[config.mk]
export PLATFORM = sky130hd
export DESIGN_NAME = mul_seq
export DESIGN_NICKNAME = d
export VERILOG_FILES = /design/src/rtl/mul_seq_pkg.sv /design/src/rtl/mul_seq_cnt.sv /design/src/rtl/mul_seq.sv
export SDC_FILE = /design/constraint.sdc
export NUM_CORES = 1
export LEC_CHECK = 0
export ABC_AREA = 1
export CAP_MARGIN = 20
export CORE_MARGIN = 3
export CORE_UTILIZATION = 49
export CTS_BUF_LIST = sky130_fd_sc_hd__clkbuf_2
export CTS_CLUSTER_DIAMETER = 40
export CTS_CLUSTER_SIZE = 40
export DETAILED_ROUTE_END_ITERATION = 16
export GPL_TIMING_DRIVEN = 1
export PLACE_DENSITY = 0.74
export RECOVER_POWER = 100
export SETUP_SLACK_MARGIN = 0.05
export SLEW_MARGIN = 20
export SYNTH_ARGS = -nofsm -noshare
export SYNTH_HDL_FRONTEND = slang
export SYNTH_SLANG_ARGS = --single-unit
[constraint.sdc]
create_clock -name clk -period 3.15 [get_ports clk]
set_clock_uncertainty 0.2 [all_clocks]
set_input_delay 0.63 -clock clk [delete_from_list [all_inputs] [get_ports clk]]
set_output_delay 0.63 -clock clk [all_outputs]
set_load 0.01 [all_outputs]
[src/rtl/mul_seq_pkg.sv]
// Shared types and defaults for the sequential repeated-addition multiplier.
package mul_seq_pkg;

  localparam int WIDTH_DEF = 4;

  typedef enum logic [1:0] {
    IDLE = 2'd0,
    RUN  = 2'd1,
    DONE = 2'd2
  } state_e;

endpackage

[src/rtl/mul_seq_cnt.sv]
// Loadable down-counter holding the remaining number of additions.
module mul_seq_cnt
  import mul_seq_pkg::*;
#(
  parameter int WIDTH = WIDTH_DEF
) (
  input  logic             clk,
  input  logic             rst,
  input  logic             load,
  input  logic             dec,
  input  logic [WIDTH-1:0] d,
  output logic             zero
);

  logic [WIDTH-1:0] cnt_q, cnt_d;

  always_comb begin
    cnt_d = cnt_q;
    if (load) begin
      cnt_d = d;
    end else if (dec) begin
      cnt_d = cnt_q - WIDTH'(1);
    end
  end

  always_ff @(posedge clk) begin
    if (rst) begin
      cnt_q <= '0;
    end else begin
      cnt_q <= cnt_d;
    end
  end

  assign zero = (cnt_q == '0);

endmodule

[src/rtl/mul_seq.sv]
// Sequential multiplier: p = a*b by adding a once per cycle, b times.
// Define MUL_SEQ_EARLY_EXIT_EN to skip RUN when either operand is zero.
module mul_seq
  import mul_seq_pkg::*;
#(
  parameter int WIDTH = WIDTH_DEF
) (
  input  logic               clk,
  input  logic               rst,
  input  logic               start,
  input  logic [WIDTH-1:0]   a,
  input  logic [WIDTH-1:0]   b,
  output logic [2*WIDTH-1:0] p,
  output logic               busy,
  output logic               done
);

  state_e             state_q, state_d;
  logic [WIDTH-1:0]   a_q, a_d;
  logic [2*WIDTH-1:0] acc_q, acc_d;
  logic [2*WIDTH-1:0] p_q, p_d;
  logic               cnt_load;
  logic               cnt_dec;
  logic               cnt_zero;

  mul_seq_cnt #(.WIDTH(WIDTH)) u_cnt (
    .clk  (clk),
    .rst  (rst),
    .load (cnt_load),
    .dec  (cnt_dec),
    .d    (b),
    .zero (cnt_zero)
  );

  always_comb begin
    state_d  = state_q;
    a_d      = a_q;
    acc_d    = acc_q;
    p_d      = p_q;
    cnt_load = 1'b0;
    cnt_dec  = 1'b0;
    unique case (state_q)
      IDLE: begin
        if (start) begin
          a_d      = a;
          acc_d    = '0;
          cnt_load = 1'b1;
          state_d  = RUN;
`ifdef MUL_SEQ_EARLY_EXIT_EN
          if ((a == '0) || (b == '0)) begin
            p_d     = '0;
            state_d = DONE;
          end
`endif
        end
      end
      RUN: begin
        if (!cnt_zero) begin
          acc_d   = acc_q + {{WIDTH{1'b0}}, a_q};
          cnt_dec = 1'b1;
        end else begin
          p_d     = acc_q;
          state_d = DONE;
        end
      end
      DONE: begin
        // start is deliberately not looked at here; the next request waits for IDLE
        state_d = IDLE;
      end
      default: begin
        state_d = IDLE;
      end
    endcase
  end

  always_ff @(posedge clk) begin
    if (rst) begin
      state_q <= IDLE;
      a_q     <= '0;
      acc_q   <= '0;
      p_q     <= '0;
    end else begin
      state_q <= state_d;
      a_q     <= a_d;
      acc_q   <= acc_d;
      p_q     <= p_d;
    end
  end

  assign p    = p_q;
  assign busy = (state_q != IDLE);
  assign done = (state_q == DONE);

endmodule

* Word level (Yosys, flattened, before mapping)
Cells that the tools add are included.
** Word-level totals
- Flip-flop bits (word level) :: 26
- Input bits :: 11
- Output and inout bits :: 10
- Word-level logic and storage cells :: 33
** Operators by class
- $add $sub $neg :: 2
- Eq/ne operators :: 5
- Mux-type cells :: 12
- Reductions and logical operators :: 9
** Operators by type and width (count)
- $mux W8 :: 2
- $pmux W8 S2 :: 1
- $add A8 B4 Y8 :: 1
- $mux W4 :: 2
- $ne A2 B2 Y1 const B :: 3
- $reduce_and A2 Y1 :: 3
- $reduce_bool A2 Y1 :: 3
- $logic_not A4 Y1 :: 1
- $mux W1 :: 4
- $mux W2 :: 2
- $pmux W2 S2 :: 1
- $sub A4 B1 Y4 const B :: 1
- $reduce_and A3 Y1 :: 1
- $eq A2 B1 Y1 const B :: 1
- $eq A2 B2 Y1 const B :: 1
- $logic_not A2 Y1 :: 1

* Longest topological paths before layout
- Depth after elaboration :: 5
- Gate-level depth with buffers :: 9
- Depth with buffers taken out :: 9

* Hierarchy
A second synthesis with hierarchy kept.
** Second synthesis, totals
- Cells, all modules :: 182
- Area total of the unflattened synthesis :: 1312.5 µm²
** Modules (own cells, without submodules)
- mul_seq :: instances 1, cells each 142, area an instance 1059.8 µm², sequential area each 440.4 µm²
- mul_seq_cnt :: instances 1, cells each 40, area an instance 252.7 µm², sequential area each 80.1 µm²

* Worst setup path after synthesis
No wires, ideal clock.
- Path kind :: reg2reg
- From :: register a_q[0]
- To :: register acc_q[6]
- Setup time :: 116 ps
- Data arrival time :: 1255 ps
- Required time :: 2834 ps
- Path slack :: 1579 ps
- Stages on the path, launching flop included :: 9
- Buffers on the path :: 0
- Period minus slack after synthesis :: 1571 ps
- Cell sequence :: dfxtp_1 ha_1 fa_1 nand3_1 nand2_1 nand4_1 nand2_1 inv_1 nor2_1
** On the way
- Word-level cells in the longest chain between the ends :: 3
** RTL lines
- start, declared :: RTL line mul_seq.sv:19 : logic [WIDTH-1:0] a_q, a_d;
- start signal, assigned :: RTL line mul_seq.sv:79 : a_q <= '0;
- start signal, assigned :: RTL line mul_seq.sv:84 : a_q <= a_d;
- $add A8 B4 Y8 :: RTL line mul_seq.sv:59 : acc_d = acc_q + {{WIDTH{1'b0}}, a_q};
- $mux W8 :: RTL line mul_seq.sv:58 : if (!cnt_zero) begin
- $pmux W8 S2 :: RTL line mul_seq.sv:42 : unique case (state_q)
- end signal, assigned :: RTL line mul_seq.sv:80 : acc_q <= '0;
- end signal, assigned :: RTL line mul_seq.sv:85 : acc_q <= acc_d;
- end, declared :: RTL line mul_seq.sv:20 : logic [2*WIDTH-1:0] acc_q, acc_d;
No other way between the ends. The select of a mux whose other input is x is not followed.
A chain may end at the register's enable or synchronous reset.

* Final worst setup path
- From :: register state_q[1]
- To :: output port done
** On the way
- Word-level cells in the longest chain between the ends :: 1
** RTL lines
- start, declared :: RTL line mul_seq.sv:18 : state_e state_q, state_d;
- start signal, assigned :: RTL line mul_seq.sv:83 : state_q <= state_d;
- $eq A2 B2 Y1 :: RTL line mul_seq.sv:92 : assign done = (state_q == DONE);
- end, declared :: RTL line mul_seq.sv:15 : output logic done
No other way between the ends.

==> impl_metrics.py <==
metrics = {
    "synthesis": {
        "synth_area_leaders": "dfxtp_1 (41%), o21ai_0 (7.2%), nand2_1 (6.9%)",
        "synth.most_common_cell": "dfxtp_1",
        "ys_types": 24,
        "syn-cell-area_um2": 1250,
        "post_synth_inst_count": 160,
        "yosysWarningCount": 0,
        "synth-adder-area-share": 0.0658,
        "synthesis.area_per_instance_um2": 7.84,
        "ys_async_sr_fraction": 0,
        "ys_dominant_reg_cell": "dfxtp_1",
        "synth_xor_xnor_area_share": 0.0209,
        "synth_top_cell_area_share": 0.415,
        "synth_top_family_by_area": "simple AND/OR/NAND/NOR gates",
        "post_synth_and_or_nand_nor_area_fraction": 0.240,
        "synth_mux_area_frac": 0,
        "synth-seq-area-share": 0.415,
        "yosys-top-cells-count": "dfxtp_1 (26), nand2_1 (23), nor2_1 (20)",
        "synth-compound-area-share": 0.171,
        "synth.ff_latch_count": 26,
        "synth-edff-count": 0,
        "yosys.area.top_type": "dfxtp_1",
        "mappedNetlistNets": 177,
    },
    "worst_hold_path": {
        "timing.hold.worst.class": "reg2reg",
    },
    "critical_path": {
        "cp_slowest_stage_delay_ps": 610,
        "timing.critical_path.arrival_ps": 1570,
        "worst_setup_path_end_kind": "output pin",
        "start_kind": "flop",
        "critical-path-top-delay-family": "buffers and inverters",
        "worstSetupPathType": "reg2out",
        "timing.critical_path.buf_inv": 2,
        "worst-endpoint-required_ps": 2320,
        "cp_cell_sequence": "inv_2 -> nor2_1 -> dlygate4sd3_1",
        "critical_path_fanout_max": 3,
        "cpMaxStageDelayCell": "dlygate4sd3_1",
    },
    "drt": {
        "detail_routed_via_count_per_cell": 5.32,
        "post-route-drc-count": 0,
        "drtPass1Iterations": 4,
        "routedWlPerCell_um": 12.8,
        "first_iter_violations": 44,
        "wirelength_um": 2680,
        "antenna_violating_nets_post_route": 0,
        "via_count": 1112,
    },
    "cells_and_area": {
        "fraction_of_final_layout_cells_with_drive_strength_greater_than_1": 0.0829,
        "area_delta_synth_final_pct": 17.6,
        "nets": 199,
        "antennaDiodeCount": 0,
        "post_layout_instance_count_excluding_filler_cells": 209,
        "n_fill_cell": 224,
    },
    "timing": {
        "max-slew-margin-rel": 0.657,
        "unrepaired_setup_endpoints_after_global_routing": "false",
        "timing_worst_slew_pin_value_ps": 513,
        "finalSetupViolCount": 0,
        "finalMaxSlewViolations": 0,
        "post-route-min-period_ps": 2400,
        "setup_tns_ps": 0,
        "min_period_over_period": 0.763,
        "top_achievable_clock_speed_ghz": 0.416,
        "finalHoldViolations": 0,
    },
    "power_and_ir_drop": {
        "p_leak_nw": 0.680,
        "power.density_nw_per_um2": 569,
        "vdd.ir_drop.worst_mv": 0.384,
        "power_mw": 0.840,
    },
    "global_route": {
        "maximum_number_of_pins_on_one_net_before_global_route_repair": 19,
        "track_usage": 0.175,
        "globalRouteOverflowTotal": 0,
        "first_global_vias": 1070,
        "grt_pass1_wl_um": 4490,
        "antenna_found_initial": 0,
    },
    "die": {
        "num_io_pins": 21,
        "design.core.area_um2": 2320,
        "die-width_um": 56.6,
        "die_footprint_um2": 3200,
        "placementRows": 17,
        "fp.dieH_um": 56.6,
        "start_util": 0.541,
    },
    "run": {
        "maxCapViolations": 0,
    },
    "clock_network": {
        "clk_pin_slew_ps": 250,
        "cts.sink_count": 26,
        "worstSkewPairLatency_ps": 360,
        "cts_made_buffers": 3,
        "cts_tree": "built",
        "h-tree-depth": 1,
        "cts_hold_buffers": 0,
        "post-cts-setup-buffer-count": 0,
        "cts_root_buffer": "clkbuf_2",
        "post_cts_resized": 0,
        "ctsLongestPathBuffers": 2,
    },
    "place": {
        "number_of_port_buffers": 20,
        "gpl.final_weighted_congestion": 0.907,
        "detailed_place_hpwl_um": 1990,
        "placed_cells": 205,
    },
    "run_status": {
        "run_status": "finished clean",
    },
}
final cells by class:
| cell class | count | area [um^2] | area share |
|---|---|---|---|
| inverters | 22 | 82.6 | 0.0559 |
| clock buffers | 3 | 15.0 | 0.0102 |
| flip-flops and latches | 26 | 520 | 0.353 |
| multi-input cells | 109 | 593 | 0.402 |
| well taps | 28 | 35.0 | 0.0237 |
| repair buffers | 20 | 200 | 0.136 |
| clock inverters | 1 | 30.0 | 0.0203 |
state kept, by name (all words and copies together), names as in the netlist:
register,flops
a_q,4
u_cnt.cnt_q,4
acc_q,8
state_q,2
p,8
report_power, final:
| part | switching [mW] | leakage (nW) | internal, mW |
|---|---|---|---|
| registers | 0.0256 | 0.212 | 0.370 |
| clock network | 0.106 | 0.0266 | 0.109 |
| logic | 0.136 | 0.441 | 0.0933 |
| total | 0.268 | 0.680 | 0.572 |
metal layers:
| layer | vias up | track usage | routed length (um) |
|---|---|---|---|
| met5 | - | 0 | 0 |
| met4 | 0 | 0.0881 | 87 |
| met3 | 9 | 0.0253 | 125 |
| met2 | 34 | 0.305 | 1330 |
| met1 | 505 | 0.206 | 1140 |
| li1 | 564 | - | - |
final timing paths:
check             start        to  slack (ps)  depth (start not counted)
min            acc_q[6]      p[6]         300                          2
max          state_q[1]      done         750                          3
max reg2reg  state_q[1]  acc_q[6]        1140                          6
min reg2reg    acc_q[6]      p[6]         300                          2
worst register-to-register path, stage by stage (launching register included):
cell and delay [ps]:
dfxtp_1 450, inv_2 60, nand3_1 400, inv_1 310, nor2_1 320, o21ai_0 140, nor2_1 90
cells by family (layout without fill, tap and decap cells):
family	count (synthesis)	in the layout
simple gates	63	63
compound gates	37	37
flops	26	26
buf+inv	25	46
fa+ha+maj	6	6
xor+xnor	3	3
through the flow:
stage               utilization  cell area [um^2]  worst slack (ps)  hold slack (ps)
floorplan                     -              1250              1580              243
global placement          0.631              1460               957              269
detailed placement        0.631              1460               864              278
CTS                       0.651              1510               755              306
global route              0.637              1480               654              324
finish                    0.637              1480               748              302
cell usage in the layout, fill, tap and decap left out:
cell / count
dfxtp_1: 26
nand2_1: 24
nor2_1: 20
o21ai_0: 20
inv_1: 19
nand3_1: 13
dlygate4sd3_1: 12
a21oi_1: 9
clkdlybuf4s50_1: 8
ha_1: 5
inv_2: 3
a21oi_2: 3
xor2_1: 3
clkbuf_2: 3
o21ai_2: 2
nand4_1: 2
a31oi_1: 2
nor2_4: 1
nor3_1: 1
nand2_4: 1
nand2_2: 1
o22ai_1: 1
fa_1: 1
bufinv_16: 1
Power figures use the tool's default switching activity.
